--- src/rtl/bus_decoder_if.sv ---
// -----------------------------------------------------------------------------
// bus_decoder_if
//
// Purpose:
//   Bundles every handshake and data signal around bus_decoder into a single
//   interface. It carries the host side (request in, completion out) and the
//   device side (strobes out, acks and read data in).
//
// Parameters:
//   D       - data width
//   a_bits  - address width
//   devices - number of slave devices
//
// Signals (host side):
//   req, we, a, wdata          : access request from the host
//   busy, done, error          : access status back to the host
//   read_data                  : read result, valid with done
// Signals (device side):
//   dev_a, dev_wdata           : latched address / write data for the devices
//   read_strobes/write_strobes : one-cycle per-device access pulses
//   acks                       : per-device completion
//   read_datas                 : packed device read data, device 0 at LSBs
//
// Modports:
//   slave  - the decoder's view (drives status and strobes)
//   master - the environment's view (drives the request and device replies)
// -----------------------------------------------------------------------------
interface bus_decoder_if #(
  parameter int D       = 8,
  parameter int a_bits  = 16,
  parameter int devices = 4
);

  // Host request
  logic                   req;
  logic                   we;
  logic [a_bits-1:0]      a;
  logic [D-1:0]           wdata;

  // Host status
  logic                   busy;
  logic                   done;
  logic                   error;
  logic [D-1:0]           read_data;

  // Device side
  logic [a_bits-1:0]      dev_a;
  logic [D-1:0]           dev_wdata;
  logic [devices-1:0]     read_strobes;
  logic [devices-1:0]     write_strobes;
  logic [devices-1:0]     acks;
  logic [D*devices-1:0]   read_datas;

  modport slave (
    input  req,
    input  we,
    input  a,
    input  wdata,
    input  acks,
    input  read_datas,
    output busy,
    output done,
    output error,
    output read_data,
    output dev_a,
    output dev_wdata,
    output read_strobes,
    output write_strobes
  );

  modport master (
    output req,
    output we,
    output a,
    output wdata,
    output acks,
    output read_datas,
    input  busy,
    input  done,
    input  error,
    input  read_data,
    input  dev_a,
    input  dev_wdata,
    input  read_strobes,
    input  write_strobes
  );

endinterface

--- src/rtl/bus_decoder.sv ---
// -----------------------------------------------------------------------------
// bus_decoder
//
// Purpose:
//   Single-master address decoder. An accepted request is matched against a
//   table of device apertures; the lowest-indexed matching device gets a
//   one-cycle read or write strobe, and the decoder then waits for that
//   device's ack (bounded by TIMEOUT cycles). Completion is reported with a
//   one-cycle done pulse carrying error and read_data.
//
// Parameters:
//   D               - data width
//   B               - width of each base address field
//   A               - width of each aperture-width field
//   a_bits          - decoded address width
//   devices         - slave count
//   base_addresses  - devices*B packed base addresses, device 0 at LSBs
//   aperture_widths - devices*A packed aperture widths (bits below the
//                     compared field); 0 means exact address match
//   TIMEOUT         - maximum number of wait cycles after the strobe
//
// Ports:
//   clk   - clock
//   reset - synchronous, active-high; aborts any access without done
//   bus   - bus_decoder_if.slave (request/status and device handshake)
// -----------------------------------------------------------------------------
module bus_decoder #(
  parameter int                   D               = 8,
  parameter int                   B               = 16,
  parameter int                   A               = 4,
  parameter int                   a_bits          = B,
  parameter int                   devices         = 4,
  parameter logic [devices*B-1:0] base_addresses  = '0,
  parameter logic [devices*A-1:0] aperture_widths = '0,
  parameter int                   TIMEOUT         = 15
) (
  input  logic          clk,
  input  logic          reset,
  bus_decoder_if.slave  bus
);

  // Index and counter widths; counter must be able to hold TIMEOUT itself.
  localparam int IW = (devices > 1) ? $clog2(devices) : 1;
  localparam int CW = $clog2(TIMEOUT + 1);

  typedef enum logic [1:0] {
    IDLE   = 2'd0,
    STROBE = 2'd1,
    WAIT   = 2'd2,
    DONE   = 2'd3
  } state_t;

  // ---------------------------------------------------------------------------
  // State
  // ---------------------------------------------------------------------------
  state_t             state_q,     state_d;
  logic [CW-1:0]      cnt_q,       cnt_d;
  logic [IW-1:0]      sel_q,       sel_d;
  logic               match_q,     match_d;
  logic               we_q,        we_d;
  logic [a_bits-1:0]  dev_a_q,     dev_a_d;
  logic [D-1:0]       dev_wdata_q, dev_wdata_d;
  logic [D-1:0]       rdata_q,     rdata_d;
  logic               err_q,       err_d;

  // ---------------------------------------------------------------------------
  // Address decode: one comparator per device against the live request
  // address. Bits below the aperture width are masked out of the compare.
  // ---------------------------------------------------------------------------
  logic [devices-1:0] match;

  for (genvar gi = 0; gi < devices; gi++) begin : g_decode
    localparam int                W_GI    = int'(aperture_widths[gi*A +: A]);
    localparam logic [a_bits-1:0] BASE_GI = a_bits'(base_addresses[gi*B +: B]);
    // An aperture as wide as the address matches everything.
    localparam logic [a_bits-1:0] MASK_GI =
      (W_GI >= a_bits) ? '0 : ({a_bits{1'b1}} << W_GI);

    assign match[gi] = ((bus.a & MASK_GI) == (BASE_GI & MASK_GI));
  end

  // Lowest matching index wins: scan downwards so the last hit is the lowest.
  logic [IW-1:0] sel_new;
  logic          any_match;

  always_comb begin
    sel_new   = '0;
    any_match = 1'b0;
    for (int i = devices - 1; i >= 0; i--) begin
      if (match[i]) begin
        sel_new   = IW'(i);
        any_match = 1'b1;
      end
    end
  end

  // ---------------------------------------------------------------------------
  // Selected-device views: ack and read-data slice of the latched device.
  // ---------------------------------------------------------------------------
  logic [D-1:0]       rd_slice [devices];
  logic [devices-1:0] sel_onehot;

  for (genvar gi = 0; gi < devices; gi++) begin : g_slices
    assign rd_slice[gi]   = bus.read_datas[gi*D +: D];
    assign sel_onehot[gi] = (sel_q == IW'(gi));
  end

  logic         ack_sel;
  logic [D-1:0] rd_sel;

  assign ack_sel = |(bus.acks & sel_onehot);

  always_comb begin
    rd_sel = '0;
    for (int i = 0; i < devices; i++) begin
      if (sel_onehot[i]) begin
        rd_sel = rd_slice[i];
      end
    end
  end

  // ---------------------------------------------------------------------------
  // Next-state logic
  // ---------------------------------------------------------------------------
  always_comb begin
    state_d     = state_q;
    cnt_d       = cnt_q;
    sel_d       = sel_q;
    match_d     = match_q;
    we_d        = we_q;
    dev_a_d     = dev_a_q;
    dev_wdata_d = dev_wdata_q;
    rdata_d     = rdata_q;
    err_d       = err_q;

    unique case (state_q)
      IDLE: begin
        if (bus.req) begin
          sel_d       = sel_new;
          match_d     = any_match;
          we_d        = bus.we;
          dev_a_d     = bus.a;
          dev_wdata_d = bus.wdata;
          if (any_match) begin
            state_d = STROBE;
          end else begin
            // Nothing decodes: report the error immediately, no strobe.
            state_d = DONE;
            err_d   = 1'b1;
            rdata_d = '1;
          end
        end
      end

      STROBE: begin
        if (ack_sel) begin
          state_d = DONE;
          err_d   = 1'b0;
          rdata_d = we_q ? '1 : rd_sel;
        end else begin
          state_d = WAIT;
          cnt_d   = '0;
        end
      end

      WAIT: begin
        // An ack in the expiry cycle takes priority over the timeout.
        if (ack_sel) begin
          state_d = DONE;
          err_d   = 1'b0;
          rdata_d = we_q ? '1 : rd_sel;
        end else if (cnt_q == CW'(TIMEOUT - 1)) begin
          state_d = DONE;
          cnt_d   = cnt_q + CW'(1);
          err_d   = 1'b1;
          rdata_d = '1;
        end else begin
          cnt_d = cnt_q + CW'(1);
        end
      end

      DONE: begin
        state_d = IDLE;
      end

      default: begin
        state_d = IDLE;
      end
    endcase
  end

  // ---------------------------------------------------------------------------
  // State register
  // ---------------------------------------------------------------------------
  always_ff @(posedge clk) begin
    if (reset) begin
      state_q     <= IDLE;
      cnt_q       <= '0;
      sel_q       <= '0;
      match_q     <= 1'b0;
      we_q        <= 1'b0;
      dev_a_q     <= '0;
      dev_wdata_q <= '0;
      rdata_q     <= '1;
      err_q       <= 1'b0;
    end else begin
      state_q     <= state_d;
      cnt_q       <= cnt_d;
      sel_q       <= sel_d;
      match_q     <= match_d;
      we_q        <= we_d;
      dev_a_q     <= dev_a_d;
      dev_wdata_q <= dev_wdata_d;
      rdata_q     <= rdata_d;
      err_q       <= err_d;
    end
  end

  // ---------------------------------------------------------------------------
  // Outputs (all decoded from registered state, so strobes last exactly the
  // single STROBE cycle)
  // ---------------------------------------------------------------------------
  logic strobe_active;

  assign strobe_active     = (state_q == STROBE) && match_q;

  assign bus.busy          = (state_q != IDLE);
  assign bus.done          = (state_q == DONE);
  assign bus.error         = (state_q == DONE) && err_q;
  assign bus.read_data     = rdata_q;
  assign bus.dev_a         = dev_a_q;
  assign bus.dev_wdata     = dev_wdata_q;
  assign bus.read_strobes  = (strobe_active && !we_q) ? sel_onehot : '0;
  assign bus.write_strobes = (strobe_active &&  we_q) ? sel_onehot : '0;

endmodule
--- src/flat_wrapper.sv ---
// flat-port wrapper written by rule: the top's interface ports become plain ports
module bus_decoder_flat 
#(
  parameter int                   D               = 8,
  parameter int                   B               = 16,
  parameter int                   A               = 4,
  parameter int                   a_bits          = B,
  parameter int                   devices         = 4,
  parameter logic [devices*B-1:0] base_addresses  = '0,
  parameter logic [devices*A-1:0] aperture_widths = '0,
  parameter int                   TIMEOUT         = 15
)
  (clk, reset, bus_req, bus_we, bus_a, bus_wdata, bus_acks, bus_read_datas, bus_busy, bus_done, bus_error, bus_read_data, bus_dev_a, bus_dev_wdata, bus_read_strobes, bus_write_strobes);
  bus_decoder_if #(.D(D), .a_bits(a_bits), .devices(devices)) bus_i ();
  input  logic clk;
  input  logic reset;
  input wire logic [$bits(bus_i.req)-1:0] bus_req;
  input wire logic [$bits(bus_i.we)-1:0] bus_we;
  input wire logic [$bits(bus_i.a)-1:0] bus_a;
  input wire logic [$bits(bus_i.wdata)-1:0] bus_wdata;
  input wire logic [$bits(bus_i.acks)-1:0] bus_acks;
  input wire logic [$bits(bus_i.read_datas)-1:0] bus_read_datas;
  output wire logic [$bits(bus_i.busy)-1:0] bus_busy;
  output wire logic [$bits(bus_i.done)-1:0] bus_done;
  output wire logic [$bits(bus_i.error)-1:0] bus_error;
  output wire logic [$bits(bus_i.read_data)-1:0] bus_read_data;
  output wire logic [$bits(bus_i.dev_a)-1:0] bus_dev_a;
  output wire logic [$bits(bus_i.dev_wdata)-1:0] bus_dev_wdata;
  output wire logic [$bits(bus_i.read_strobes)-1:0] bus_read_strobes;
  output wire logic [$bits(bus_i.write_strobes)-1:0] bus_write_strobes;
  assign bus_i.req = bus_req;
  assign bus_i.we = bus_we;
  assign bus_i.a = bus_a;
  assign bus_i.wdata = bus_wdata;
  assign bus_i.acks = bus_acks;
  assign bus_i.read_datas = bus_read_datas;
  assign bus_busy = bus_i.busy;
  assign bus_done = bus_i.done;
  assign bus_error = bus_i.error;
  assign bus_read_data = bus_i.read_data;
  assign bus_dev_a = bus_i.dev_a;
  assign bus_dev_wdata = bus_i.dev_wdata;
  assign bus_read_strobes = bus_i.read_strobes;
  assign bus_write_strobes = bus_i.write_strobes;
  bus_decoder #(.D(D), .B(B), .A(A), .a_bits(a_bits), .devices(devices), .base_addresses(base_addresses), .aperture_widths(aperture_widths), .TIMEOUT(TIMEOUT)) u_core (.clk(clk), .reset(reset), .bus(bus_i));
endmodule
--- config.mk ---
export PLATFORM = sky130hd
export DESIGN_NAME = bus_decoder_flat
export DESIGN_NICKNAME = d
export VERILOG_FILES = /design/src/rtl/bus_decoder_if.sv /design/src/rtl/bus_decoder.sv /design/src/flat_wrapper.sv
export SDC_FILE = /design/constraint.sdc
export NUM_CORES = 1
export LEC_CHECK = 0
export CELL_PAD_IN_SITES_DETAIL_PLACEMENT = 1
export CELL_PAD_IN_SITES_GLOBAL_PLACEMENT = 2
export CORE_MARGIN = 4
export CORE_UTILIZATION = 32
export DETAILED_ROUTE_END_ITERATION = 10
export DONT_BUFFER_PORTS = 1
export GPL_TIMING_DRIVEN = 0
export HOLD_SLACK_MARGIN = 0.06
export PLACE_DENSITY = 0.87
export SYNTH_ARGS = -nofsm -noshare
export SYNTH_HDL_FRONTEND = slang
export SYNTH_SLANG_ARGS = --single-unit
--- constraint.sdc ---
create_clock -name clk -period 1.9 [get_ports clk]
set_input_delay 0.38 -clock clk [delete_from_list [all_inputs] [get_ports clk]]
set_output_delay 0.38 -clock clk [all_outputs]
set_load 0.01 [all_outputs]
After elaboration in Yosys (flattened, before gate mapping)
Cells that the tools add are included.

storage, ports and cells
  bits in registers = 41
  bits in latches = 0
  bits in writable memories = 0
  memory bits (read-only) = 0
  bits of input ports = 64
  output and inout bits = 43
  logic and storage cells = 58
  memories = 0

operators by class
  $add $sub $neg = 1
  multiply operators = 0
  div/mod/pow operators = 0
  order comparisons = 0
  equality and inequality tests = 10
  shifts and indexed selects = 0
  muxes and demuxes = 25
  bitwise logic cells = 0
  reduce and logical (&&, ||, !) cells = 14

operators with widths
  kind                                                   number
  2-to-1 mux 8 bit                                       6
  one-hot mux 8 bit (3 select lines)                     1
  zero test 16 bit                                       1
  2-to-1 mux 1 bit                                       9
  2-to-1 mux 2 bit                                       4
  2-to-1 mux 4 bit                                       2
  inequality test 2 bit, second input constant           4
  one-hot mux 2 bit (4 select lines)                     1
  one-hot mux 4 bit (2 select lines)                     1
  AND reduction 5 bit                                    1
  adder 4 x 1 -> 4 bit, second input constant            1
  equality test 2 bit, second input constant             2
  equality test 4 bit, second input constant             1
  logical AND 1 bit                                      4
  AND reduction 2 bit                                    2
  nonzero test 2 bit                                     2
  inequality test 3 x 1 -> 1 bit, second input constant  1
  one-hot mux 1 bit (3 select lines)                     1
  AND reduction 3 bit                                    1
  nonzero test 3 bit                                     1
  equality test 2 x 1 -> 1 bit, second input constant    1
  zero test 2 bit                                        1
  inequality test 2 x 1 -> 1 bit, second input constant  1
  zero test 1 bit                                        1

Logic depth before layout (Yosys ltp)
Gate-level depths: netlist (run 1).

  depth after elaboration = 5
  mapped depth = 7
  gate-level depth less buffers = 6

Worst setup path before layout (run 1)
Ideal clock, no wire load.

  path type = register to register
  from = register u_core.state_q[0]
  to = register u_core.err_q
  setup time = 0.120 ns
  arrival time = 1.614 ns
  data required time = 1.780 ns
  path slack = 0.166 ns
  cell stages (with the launch flop) = 8
  path buffers = 1
  period minus slack after synthesis = 1.734 ns
  path through = dfxtp_1 inv_1 ha_1 nor2b_4 o2bb2ai_4 a2111o_1 buf_6 mux2i_1

between the ends
  word-level cells in the longest chain between the ends = 3
  elaborated cells between the ends (all ways) = 10
  those cells by class = eq/ne: 6; mux: 1; reduce/logical: 3

RTL lines
  what                                                                           RTL line            text
  start: declaration                                                             bus_decoder.sv:56   state_t state_q, state_d;
  start signal: assignment                                                       bus_decoder.sv:207  state_q <= state_d;
  equality test 2 bit, or another cell as far along                              bus_decoder.sv:136  unique case (state_q)
  inequality test 3 x 1 -> 1 bit (no source line), or another cell as far along  --
  AND reduction 5 bit (no source line)                                           --
  end signal: assignment                                                         bus_decoder.sv:215  err_q <= err_d;
  end: declaration                                                               bus_decoder.sv:64   logic err_q, err_d;

Parallel ways exist; a longest one is shown, timed or not.
A chain may end at the register's enable or synchronous reset.

Worst setup path after layout (run 1)
  from = register u_core.state_q[0]
  to = register u_core.rdata_q[2], in the netlist u_core.bus.read_data[2]

between the ends
  word-level cells in the longest chain between the ends = 3
  elaborated cells between the ends (all ways) = 10
  those cells by class = eq/ne: 6; mux: 1; reduce/logical: 3

RTL lines
  what                                                                           RTL line            text
  equality test 2 bit, or another cell as far along                              bus_decoder.sv:136
  inequality test 3 x 1 -> 1 bit (no source line), or another cell as far along  --
  AND reduction 5 bit (no source line)                                           --
  end signal: assignment                                                         bus_decoder.sv:214  rdata_q <= rdata_d;
  end: declaration                                                               bus_decoder.sv:63   logic [D-1:0] rdata_q, rdata_d;

Parallel ways exist; a longest one is shown, timed or not.

==> results of run 1 <==
## worst max-delay path: stages (launching register included)
cell and delay (ns):
dfxtp_2 0.37, inv_1 0.13, ha_4 0.21, nor2b_4 0.15
o2bb2ai_4 0.13, a2111o_1 0.40, buf_6 0.17, mux2i_2 0.15
## cell usage in the layout, fill, tap and decap left out, types with 6 or more instances in the layout
cell / synthesis / final
nand2_1: 56 / 56
dfxtp_1: 41 / 39
a21oi_1: 31 / 31
nor2_1: 22 / 22
o21a_1: 8 / 8
mux2i_1: 9 / 8
clkbuf_1: 11 / 6
ha_1: 8 / 6
buf_4: 6 / 6
conb_1: 1 / 6
clkbuf_8: 0 / 6
## layer usage
metal / vias to the layer above / wire length (um) / share of wire
met2: 39 / 2530 / 0.51
met1: 749 / 2050 / 0.42
met5: - / 0 / 0
li1: 769 / - / -
met3: 5 / 278 / 0.057
met4: 0 / 53 / 0.011
## cells by family after synthesis
family	synth area share
AOI/OAI and AO/OA	0.164
adders and majority gates	0.0531
buffers and inverters	0.0598
DFF	0.436
muxes	0.0478
other	0.00199
and+or+nand+nor	0.238
## cell type report
cell class,count,area [sq um]
buffer,17,98.8
clock buffer,6,82.6
clock inverter,1,7.51
fill,704,3490
inverter,4,15.0
multi-input combinational,170,996
sequential,41,823
tap,72,90.1
## registers in the layout, indices dropped and copies added (netlist names)
name	count
u_core.state_q	2
u_core.bus.dev_a	16
u_core.bus.dev_wdata	8
u_core.cnt_q	4
u_core.we_q	1
u_core.err_q	1
u_core.bus.read_data	8
u_core.match_q	1
## power groups by stage
stage / combinational [mW] / sequential, mW / clock, mW
after floorplan: 0.965 / 1.29 / 0
after detailed placement: 1.23 / 1.35 / 0
final: 1.29 / 1.33 / 0.593
after global routing: 1.48 / 1.36 / 0.652
after CTS: 1.25 / 1.33 / 0.616
after global placement: 1.18 / 1.34 / 0
## worst paths after layout
| kind | depth (start not counted) | to |
|---|---|---|
| max | 7 | u_core.bus.read_data[2] |
| min | 2 | u_core.bus.dev_a[9] |
| max reg2reg | 7 | u_core.bus.read_data[2] |
| min reg2reg | 2 | u_core.err_q |
## timing repair
item,4_1_cts,5_1_grt
cloned,0,0
setup endpoints to repair,29,23
resized for setup,6,9
hold buffers,0,0
==> results.sh, run 1 <==
export IMPL_status="finished clean"
export IMPL_post_drt_wl_per_cell_um=15.8
export IMPL_grtUsageMet3=0.0383
export IMPL_power_share_combinational=0.401
export IMPL_busiest_layer="met2"
export IMPL_ctsHtreeMaxLevel=2
export IMPL_grt_ovfl_total=0
export IMPL_fin_crit_sh=0.955
export IMPL_ys_ff_latch=41
export IMPL_hold_slack_ns=0.215
export IMPL_dp_cells=305
export IMPL_clkPwrFrac=0.185
export IMPL_grt_max_degree=13
export IMPL_path_clk_slew_ns=0.08
export IMPL_maxCapViolCount=0
export IMPL_die_area_sq_um=7180
export IMPL_intPower_mw=1.91
export IMPL_yosys_top_cells_count="56 x nand2_1, 41 x dfxtp_1, 31 x a21oi_1"
export IMPL_vias=1562
export IMPL_final_cells=311
export IMPL_seqPwrFrac=0.414
export IMPL_rr_startpoint="u_core.state_q[0]"
export IMPL_maxSlewHeadroom=0.614
export IMPL_synth_area_top_cells="dfxtp_1 44%, nand2_1 11%, a21oi_1 8.2%"
export IMPL_synth_edf_count=0
export IMPL_worstMarginPinSlew_ns=0.577
export IMPL_peakVddDrop_mv=0.381
export IMPL_crit_type="flip-flop to flip-flop"
export IMPL_synth_ff_type="dfxtp_1"
export IMPL_row_count=27
export IMPL_drt_pre_antenna_iters=4
export IMPL_grt_total_usage=0.142
export IMPL_die_y_um=84.7
export IMPL_post_dp_cell_area_sq_um=1990
export IMPL_required_ns=2.08
export IMPL_final_util=0.377
export IMPL_skew_ns=0.00659
export IMPL_p_per_area_nw_per_um2=1520
export IMPL_critPathLaunchType="flip-flop"
export IMPL_synth_top_area_frac=0.436
export IMPL_syn_area_per_cell_sq_um=8.26
export IMPL_cts_root_buffer="clkbuf_8"
export IMPL_cellLeakagePower_nw=0.822
export IMPL_crit_start="u_core.state_q[0]"
export IMPL_syn_inst=228
export IMPL_worst_slack_ns=0.0849
export IMPL_drv_slew=0
export IMPL_nNetsFinal=311
export IMPL_grt_pass1_vias=1620
export IMPL_yosysSeqAreaShare=0.436
export IMPL_die_width_um=84.7
export IMPL_io_buffer_count=0
export IMPL_place_hpwl_mm=3.77
export IMPL_vias_per_cell=5.02
export IMPL_routed_wirelength_mm=4.91
export IMPL_setup_viol=0
export IMPL_drive_above_1_share=0.130
export IMPL_antenna_found_initial=0
export IMPL_ys_types=34
export IMPL_use_met2=0.243
export IMPL_yosys_warnings=0
export IMPL_async_flop_share=0
export IMPL_cts_tree="yes"
export IMPL_cp_end_kind="flip-flop"
export IMPL_ios=107
export IMPL_synth_area_leader_cell="dfxtp_1"
export IMPL_power_switching_mw=1.30
export IMPL_clk_latency_ns=0.29
export IMPL_crit_arrival_ns=2.00
export IMPL_min_from="bus_a[9]"
export IMPL_ant_nets=0
export IMPL_cts_sinks=41
export IMPL_hold_viol=0
export IMPL_timing_fmax_mhz=551
export IMPL_core_sq_um=5610
export IMPL_place_ws_ns=-0.0600
export IMPL_diodes=0
export IMPL_gp_congestion=0.740
export IMPL_total_power_mw=3.21
export IMPL_r2r_slack_ns=0.08
export IMPL_cts_setup_buffers=0
export IMPL_synth_area_sq_um=1880
export IMPL_cts_made_buffers=5
export IMPL_grt_pass1_wl_mm=8.18
export IMPL_drt_iter0_drc=47
export IMPL_design_area_sq_um=2110
export IMPL_initial_utilization=0.336
export IMPL_syn_to_final_growth_pct=12.2
export IMPL_tns_ns=0
export IMPL_yosysMostFrequentCell="nand2_1"
export IMPL_drc=0
export IMPL_crit_fanout=9
export IMPL_period_needed_ns=1.82
export IMPL_hold_path_class="primary input to flip-flop"
export IMPL_p_sw_frac=0.406
export IMPL_clock_path_buffers=2
export IMPL_met1_usage=0.169
No activity file was read; power rests on OpenSTA's default activity.
==> run 2: changes to the inputs <==
Settings changed: HOLD_SLACK_MARGIN 0.06 to unset.
==> results of run 2 <==
No change in the layout: final DEF, timing and power equal those of run 1.
